===== src/rtl/corelet_ctrl.sv =====
// corelet_ctrl: single-tile sequencer for the corelet instruction bus.
// Runs weight fetch, weight load, settle, activation fetch, execute and
// OFIFO drain. The instruction word is fully registered: handshake inputs
// sampled on a clock edge shape the word driven during the following cycle.
module corelet_ctrl #(
  parameter int row      = 8,
  parameter int col      = 8,
  parameter int l0_depth = 64
) (
  input  logic        clk,
  input  logic        reset,
  input  logic        start,
  input  logic [10:0] w_base,
  input  logic [10:0] x_base,
  input  logic [10:0] p_base,
  input  logic [10:0] n_act,
  input  logic        l0_o_full,
  input  logic        l0_o_ready,
  input  logic        ofifo_o_valid,
  output logic [33:0] inst,
  output logic        busy,
  output logic        done,
  output logic        err
);

  localparam logic [33:0] IDLE_WORD = 34'h1_800C_0000;
  localparam logic [10:0] COL_W     = 11'(col);
  localparam logic [10:0] SETTLE_W  = 11'(row + col);
  localparam logic [10:0] DEPTH_W   = 11'(l0_depth);

  localparam logic [2:0] S_IDLE   = 3'd0;
  localparam logic [2:0] S_WFILL  = 3'd1;
  localparam logic [2:0] S_WLOAD  = 3'd2;
  localparam logic [2:0] S_SETTLE = 3'd3;
  localparam logic [2:0] S_XFILL  = 3'd4;
  localparam logic [2:0] S_EXEC   = 3'd5;
  localparam logic [2:0] S_DRAIN  = 3'd6;
  localparam logic [2:0] S_DONE   = 3'd7;

  logic [2:0]  state_q, state_d;
  logic [10:0] cnt_q, cnt_d;     // reads issued / pops / settle cycles
  logic [10:0] wcnt_q, wcnt_d;   // pmem writes issued
  logic [33:0] inst_q, inst_d;
  logic        err_q, err_d;
  logic [10:0] wb_q, wb_d, xb_q, xb_d, pb_q, pb_d, na_q, na_d;

  logic [10:0] cnt_b, wcnt_b, lim, base;
  logic        act;

  // Next state is decided first; the word for the coming cycle is then
  // built from that next state so each phase's first action lands in its
  // first cycle.
  always_comb begin
    state_d = state_q;
    cnt_d   = cnt_q;
    wcnt_d  = wcnt_q;
    inst_d  = IDLE_WORD;
    err_d   = 1'b0;
    wb_d    = wb_q;
    xb_d    = xb_q;
    pb_d    = pb_q;
    na_d    = na_q;
    lim     = '0;
    base    = '0;
    act     = 1'b0;

    case (state_q)
      S_IDLE: if (start) begin
        if (n_act == '0 || n_act > DEPTH_W) begin
          err_d = 1'b1;
        end else begin
          state_d = S_WFILL;
          wb_d    = w_base;
          xb_d    = x_base;
          pb_d    = p_base;
          na_d    = n_act;
        end
      end
      // A fill ends once all reads are out and the current cycle carries
      // no read, i.e. the final L0 write is the one being driven now.
      S_WFILL:  if (cnt_q == COL_W && inst_q[19]) state_d = S_WLOAD;
      S_WLOAD:  if (cnt_q == COL_W) state_d = S_SETTLE;
      S_SETTLE: if (cnt_q == SETTLE_W) state_d = S_XFILL;
      S_XFILL:  if (cnt_q == na_q && inst_q[19]) state_d = S_EXEC;
      S_EXEC:   if (cnt_q == na_q) state_d = S_DRAIN;
      S_DRAIN:  if (wcnt_q == na_q) state_d = S_DONE;
      default:  state_d = S_IDLE;
    endcase

    cnt_b  = (state_d == state_q) ? cnt_q  : '0;
    wcnt_b = (state_d == state_q) ? wcnt_q : '0;

    case (state_d)
      S_WFILL, S_XFILL: begin
        lim       = (state_d == S_WFILL) ? COL_W : na_d;
        base      = (state_d == S_WFILL) ? wb_d : xb_d;
        act       = (cnt_b < lim) && !l0_o_full;
        inst_d[2] = !inst_q[19];
        if (act) begin
          inst_d[19]   = 1'b0;
          inst_d[17:7] = base + cnt_b;
        end
        cnt_d = cnt_b + {10'd0, act};
      end
      S_WLOAD, S_EXEC: begin
        lim = (state_d == S_WLOAD) ? COL_W : na_d;
        act = (cnt_b < lim) && l0_o_ready;
        inst_d[3] = act;
        if (state_d == S_WLOAD) inst_d[0] = act;
        else                    inst_d[1] = act;
        cnt_d = cnt_b + {10'd0, act};
      end
      S_SETTLE: cnt_d = cnt_b + 11'd1;
      S_DRAIN: begin
        act       = (cnt_b < na_d) && ofifo_o_valid;
        inst_d[6] = act;
        cnt_d     = cnt_b + {10'd0, act};
        wcnt_d    = wcnt_b;
        if (inst_q[6]) begin
          inst_d[32]    = 1'b0;
          inst_d[31]    = 1'b0;
          inst_d[30:20] = pb_d + wcnt_b;
          wcnt_d        = wcnt_b + 11'd1;
        end
      end
      default: begin
        cnt_d  = '0;
        wcnt_d = '0;
      end
    endcase
  end

  // State, counters, captured tile parameters and the output word.
  always_ff @(posedge clk) begin
    if (reset) begin
      state_q <= S_IDLE;
      cnt_q   <= '0;
      wcnt_q  <= '0;
      inst_q  <= IDLE_WORD;
      err_q   <= 1'b0;
      wb_q    <= '0;
      xb_q    <= '0;
      pb_q    <= '0;
      na_q    <= '0;
    end else begin
      state_q <= state_d;
      cnt_q   <= cnt_d;
      wcnt_q  <= wcnt_d;
      inst_q  <= inst_d;
      err_q   <= err_d;
      wb_q    <= wb_d;
      xb_q    <= xb_d;
      pb_q    <= pb_d;
      na_q    <= na_d;
    end
  end

  assign inst = inst_q;
  assign busy = (state_q != S_IDLE);
  assign done = (state_q == S_DONE);
  assign err  = err_q;

endmodule


===== config.mk =====
export PLATFORM = sky130hd
export DESIGN_NAME = corelet_ctrl
export DESIGN_NICKNAME = d
export VERILOG_FILES = /design/src/rtl/corelet_ctrl.sv
export SDC_FILE = /design/constraint.sdc
export NUM_CORES = 1
export LEC_CHECK = 0
export BUFFER_PORTS_ARGS = -buffer_cell sky130_fd_sc_hd__buf_2
export CORE_MARGIN = 2
export CORE_UTILIZATION = 54
export CTS_BUF_LIST = sky130_fd_sc_hd__clkbuf_8
export DETAILED_ROUTE_END_ITERATION = 10
export PLACE_DENSITY = 0.78
export REMOVE_ABC_BUFFERS = 1
export SLEW_MARGIN = 20
export SYNTH_ARGS = -nofsm -noshare
export SYNTH_HDL_FRONTEND = slang
export SYNTH_SLANG_ARGS = --single-unit

===== constraint.sdc =====
create_clock -name clk -period 6.9 [get_ports clk]
set_clock_uncertainty 0.05 [all_clocks]
set_input_delay 2.07 -clock clk [delete_from_list [all_inputs] [get_ports clk]]
set_output_delay 2.07 -clock clk [all_outputs]
set_load 0.05 [all_outputs]

# Yosys cells after proc, flatten, opt, wreduce, memory -nomap -nowiden
# Index checks and enable logic that the tools add are counted.
[totals]
out_inout_bits = 37
register_bits = 104
in_bits = 50
word_cells = 107
[op_classes]
bitwise_logic = 8
n_reduce_logical = 22
n_addsub = 7
eq_ne = 18
n_mux = 32
n_lt_le_gt_ge = 4
[op_table]
columns = ["cell", "count"]
rows = [
  ["2-to-1 mux 11 bit", 18],
  ["one-hot mux 11 bit (4 select lines)", 1],
  ["adder 11 x 1 -> 11 bit", 3],
  ["less-than comparator 11 bit", 3],
  ["2-to-1 mux 3 bit", 8],
  ["adder 11 x 1 -> 11 bit, second input constant", 2],
  ["adder 11 bit", 2],
  ["equality test 11 bit", 2],
  ["one-hot mux 11 bit (2 select lines)", 1],
  ["equality test 3 bit, second input constant", 7],
  ["one-hot mux 3 bit (7 select lines)", 1],
  ["OR reduction 3 bit", 5],
  ["2-to-1 mux 13 bit", 1],
  ["equality test 3 x 2 -> 1 bit, second input constant", 4],
  ["equality test 11 x 4 -> 1 bit, second input constant", 1],
  ["equality test 11 x 5 -> 1 bit, second input constant", 1],
  ["> comparator 11 x 7 -> 1 bit, second input constant", 1],
  ["logical NOT 11 bit", 1],
  ["OR reduction 2 bit", 5],
  ["NOT 1 bit", 8],
  ["equality test 3 x 1 -> 1 bit, second input constant", 2],
  ["logical AND 1 bit", 5],
  ["OR reduction 5 bit", 1],
  ["equality test 3 bit", 1],
  ["5 further kinds", 7],
]

# Depth between registers and ports, before layout
[depth]
ltp_word = 11
ltp_mapped = 26
ltp_nobuf = 22

# Worst setup path before layout
# Ideal clock, no wire load.
[synth_path]
kind = "input to register"
start = "in n_act[0]"
end = "reg cnt_q[10]"
stages = 24
setup_time_ps = 115
path_buffers = 4
slack_ps = -283
required_time_ps = 6735
t_arrival_ps = 7018
path_cell_list = "or4_1 -> or4_4 -> and4_4 -> buf_6 -> o31a_1 -> nor3_2 -> buf_2 -> buf_2 -> clkbuf_1 -> and2_1 -> ha_1 -> and3_1 -> a2111oi_0 -> o211a_1 -> a22oi_1 -> nor4b_1 -> a211oi_2 -> ha_1 -> ha_1 -> nand2_1 -> nor2_1 -> nand3_1 -> xnor2_1 -> nor2_1"
[synth_between]
elab_chain_cells = 11
word_cells_on_any_way = 32
classes_between = "add/sub: 4; order compare: 4; eq/ne: 7; mux: 10; reduce/logical: 7"
[synth_lines]
columns = ["element", "line_no", "text"]
rows = [
  ["start: declaration", "16", "input logic [10:0] n_act,"],
  ["> comparator 11 x 7 -> 1 bit or logical NOT 11 bit (tied branches)", "69", "if (n_act == '0 || n_act > DEPTH_W) begin"],
  ["logical OR 1 bit", "69", ""],
  ["2-to-1 mux 3 bit", "69", ""],
  ["2-to-1 mux 3 bit", "68", "S_IDLE: if (start) begin"],
  ["one-hot mux 3 bit (7 select lines)", "67", "case (state_q)"],
  ["equality test 3 bit (tied with other cells)", "90", "cnt_b = (state_d == state_q) ? cnt_q : '0;"],
  ["2-to-1 mux 11 bit (on tied branches)", "90, 106, 95", ""],
  ["less-than comparator 11 bit (on tied branches)", "115, 107, 97", ""],
  ["logical AND 1 bit (on tied branches)", "115, 107, 97", ""],
  ["adder 11 x 1 -> 11 bit (on tied branches)", "117, 103, 111", ""],
  ["one-hot mux 11 bit (4 select lines) (*)", "93", "case (state_d)"],
  ["end signal: assignment", "147", "cnt_q <= cnt_d;"],
  ["end: declaration", "41", "logic [10:0] cnt_q, cnt_d;"],
]
# Every way passes the cells marked *; elsewhere a longest branch is shown, timed or not.
# A chain may end at the register's enable or synchronous reset.

# Final worst setup path
# Ends and elaborated chain as after synthesis.

==> flow_metrics.env <==
export IMPL_max_freq_mhz=151.7
export IMPL_placeableCoreArea_um2=10940
export IMPL_fin_crit_sh=0.9555
export IMPL_root_buffer="clkbuf_8"
export IMPL_yosysWarnings=0
export IMPL_avgSynthCellArea_um2=8.128
export IMPL_hold_slack_ps=409.2
export IMPL_synth_edf_count=0
export IMPL_wire_per_inst_um=16.80
export IMPL_syn_to_final_growth_pct=14.39
export IMPL_die_width_um=110.2
export IMPL_path_cells="buf_2 > or4_1 > or4_4 > and4_4 > o31a_1 > nor3_2 > buf_4 > buf_4 > nand2_1 > inv_1 > ha_1 > and3_1 > a221oi_1 > and3_1 > o311ai_1 > and2_1 > a211oi_2 > ha_1 > ha_1 > nand2_1 > nor2_2 > nand3_1 > xnor2_1 > nor2_1"
export IMPL_track_usage=0.2865
export IMPL_clk_pin_slew_ps=90
export IMPL_finalHoldViolCount=0
export IMPL_postRouteAntennaNets=0
export IMPL_setup_tns_ps=0
export IMPL_p_per_area_nw_per_um2=151.6
export IMPL_r2r_end="cnt_q[10]"
export IMPL_slowest_stage="or4_1"
export IMPL_synth_common_cells="nand2_1, dfxtp_1, a21oi_1, nor2_1, ha_1"
export IMPL_ys_ff_latch=99
export IMPL_max_slew_worst_pin_slew_ps=842.8
export IMPL_cp_arrival_ps=6810
export IMPL_p_leak_nw=3.218
export IMPL_cp_common_cell="ha_1"
export IMPL_cp_start_kind="input port"
export IMPL_min_path_type="flop to flop"
export IMPL_min_period_ps=6593
export IMPL_cts_buffers=9
export IMPL_cts_tree="built"
export IMPL_port_buffer_count=82
export IMPL_async_flop_share=0
export IMPL_io_pins=87
export IMPL_pre_cts_slack_ps=-74.46
export IMPL_vias_per_cell=5.852
export IMPL_layout_setup_ws_ps=307.3
export IMPL_die_h_um=110.2
export IMPL_grt_pass1_wl_um=26740
export IMPL_antenna_found_initial=0
export IMPL_hold_path_endpoint="wb_q[1]"
export IMPL_first_global_vias=5659
export IMPL_worstSkewPairLatency_ps=380
export IMPL_die_area_um2=12150
export IMPL_maxCapViolations=0
export IMPL_ir_worst_vdd_mv=0.1233
export IMPL_gp_congestion=0.9811
export IMPL_crit_path_end_kind="flop"
export IMPL_yosysMostFrequentCell="nand2_1"
export IMPL_vias=5729
export IMPL_layout_drive_gt1_share=0.1716
export IMPL_grt_max_degree=38
export IMPL_ff2ff_setup_slack_ps=1510
export IMPL_dp_hpwl_um=12720
export IMPL_slew_headroom=0.4331
export IMPL_outcome="completed"
export IMPL_fillers=955
export IMPL_htreeDepth=3
export IMPL_synthDistinctLibCells=62
export IMPL_synth_largest_area_cell="dfxtp_1"
export IMPL_grt_overflow_total=0
export IMPL_slew_violations=0
export IMPL_initial_core_util=0.5574
export IMPL_synthFlopType="dfxtp_1"
export IMPL_synth_top_area_frac=0.3251
export IMPL_synth_area_um2=6096
export IMPL_clockBufferDepth=2
export IMPL_fin_nets=936
export IMPL_dp_cells=963
export IMPL_worstPathRequired_ps=7120
export IMPL_cts_resized=0
export IMPL_synthCells=750
export IMPL_drtIter0Drc=345
export IMPL_path_class="input port to flop"
export IMPL_layout_cells_non_filler=979
export IMPL_wirelength_um=16450
export IMPL_drc_errors=0
export IMPL_setup_violations=0
export IMPL_firstDrtPassIters=5
export IMPL_max_stage_delay_ps=570
export IMPL_reg2reg_depth=23
export IMPL_min_delay_start="wb_q[1]"
export IMPL_cts_setup_buffers=0
export IMPL_yosys_top_cells_area="dfxtp_1, ha_1, nand2_1, a21oi_1, xor2_1"
export IMPL_row_count=38
export IMPL_worstReg2RegStart="cnt_q[7]"
export IMPL_rsz0062_at_grt="false"
export IMPL_min_path_cells=2
export IMPL_path_max_fanout=8
export IMPL_holdBufCountCts=0
export IMPL_diodes=0
export IMPL_synth_seq_area_share=0.3251
export IMPL_clock_sinks=99
==> cell type report <==
type,count,area (µm²),share of cell area
clock buffers,11,151.4,0.02171
clock inverters,5,76.32,0.01095
inverters,23,86.33,0.01238
multi-input cells,587,3839,0.5505
flip-flops and latches,99,1982,0.2842
well taps,140,175.2,0.02512
repair buffers,114,663.1,0.09510
==> placed cells by master (no fill, tap or decap), drive strengths merged, types with 23 or more instances in the layout <==
cell type  Yosys  routed
xor2          31      31
dfxtp         99      99
o21ai         32      32
nand3         27      27
and2          24      24
nand2        102     102
mux2i         23      23
ha            50      50
a21oi         62      62
inv           22      23
nor2          58      58
buf           13     114
==> cells by family after synthesis <==
| group | share of synthesized area |
|---|---|
| buf+inv | 0.04700 |
| other cells | 0.001232 |
| fa+ha+maj | 0.1092 |
| mux | 0.04146 |
| flops | 0.3251 |
| compound gates | 0.1548 |
| simple gates | 0.2594 |
| xor+xnor | 0.06178 |
==> per-stage QoR <==
| step | util | cell area, µm² | power (W) |
|---|---|---|---|
| 6_report | 0.6376 | 6973 | 0.001057 |
| 5_1_grt | 0.6376 | 6973 | 0.001093 |
| 4_1_cts | 0.6373 | 6969 | 0.001067 |
| 3_5_place_dp | 0.6165 | 6741 | 0.0006496 |
| 3_3_place_gp | 0.6165 | 6741 | 0.0006479 |
| 2_1_floorplan | - | 5903 | 0.0006154 |
==> how the worst max path moves through the flow <==
| stage | from | to | slack (ps) | cells after the start |
|---|---|---|---|---|
| 2_1_floorplan | n_act[0] | cnt_q[10] | -450 | 21 |
| 4_1_cts | n_act[0] | cnt_q[10] | 300 | 22 |
| 6_report | n_act[0] | cnt_q[10] | 310 | 24 |
| 3_3_place_gp | n_act[0] | cnt_q[10] | -3 | 22 |
| 5_1_grt | n_act[0] | cnt_q[10] | 10 | 24 |
| 3_5_place_dp | n_act[0] | cnt_q[10] | -70 | 22 |
==> critical path, delay by kind of cell <==
| kind | cells | cell delay [ps] |
|---|---|---|
| buf+inv | 4 | 540 |
| fa+ha+maj | 3 | 660 |
| simple gates | 12 | 2460 |
| compound gates | 4 | 930 |
| xor+xnor | 1 | 160 |
==> where the power goes <==
part           total (W)  leakage (nW)  switching [W]  internal [W]
clock network   0.000421         0.117       0.000199      0.000222
logic          0.0000622          2.30      0.0000373     0.0000249
registers       0.000574         0.798     0.00000153      0.000573
==> sequential cells by signal, indices dropped and copies added, names as in the netlist <==
register and flops:
inst 29, cnt_q 11, na_q 11, pb_q 11, wb_q 11, wcnt_q 11, xb_q 11, state_q 3
err 1
==> routing by layer <==
metal | wire [µm] | track usage
met5 | 0 | 0
met4 | 563 | 0.1402
met3 | 786 | 0.03880
met2 | 8308 | 0.5167
met1 | 6790 | 0.3314
No activity file was read; power rests on OpenSTA's default activity.
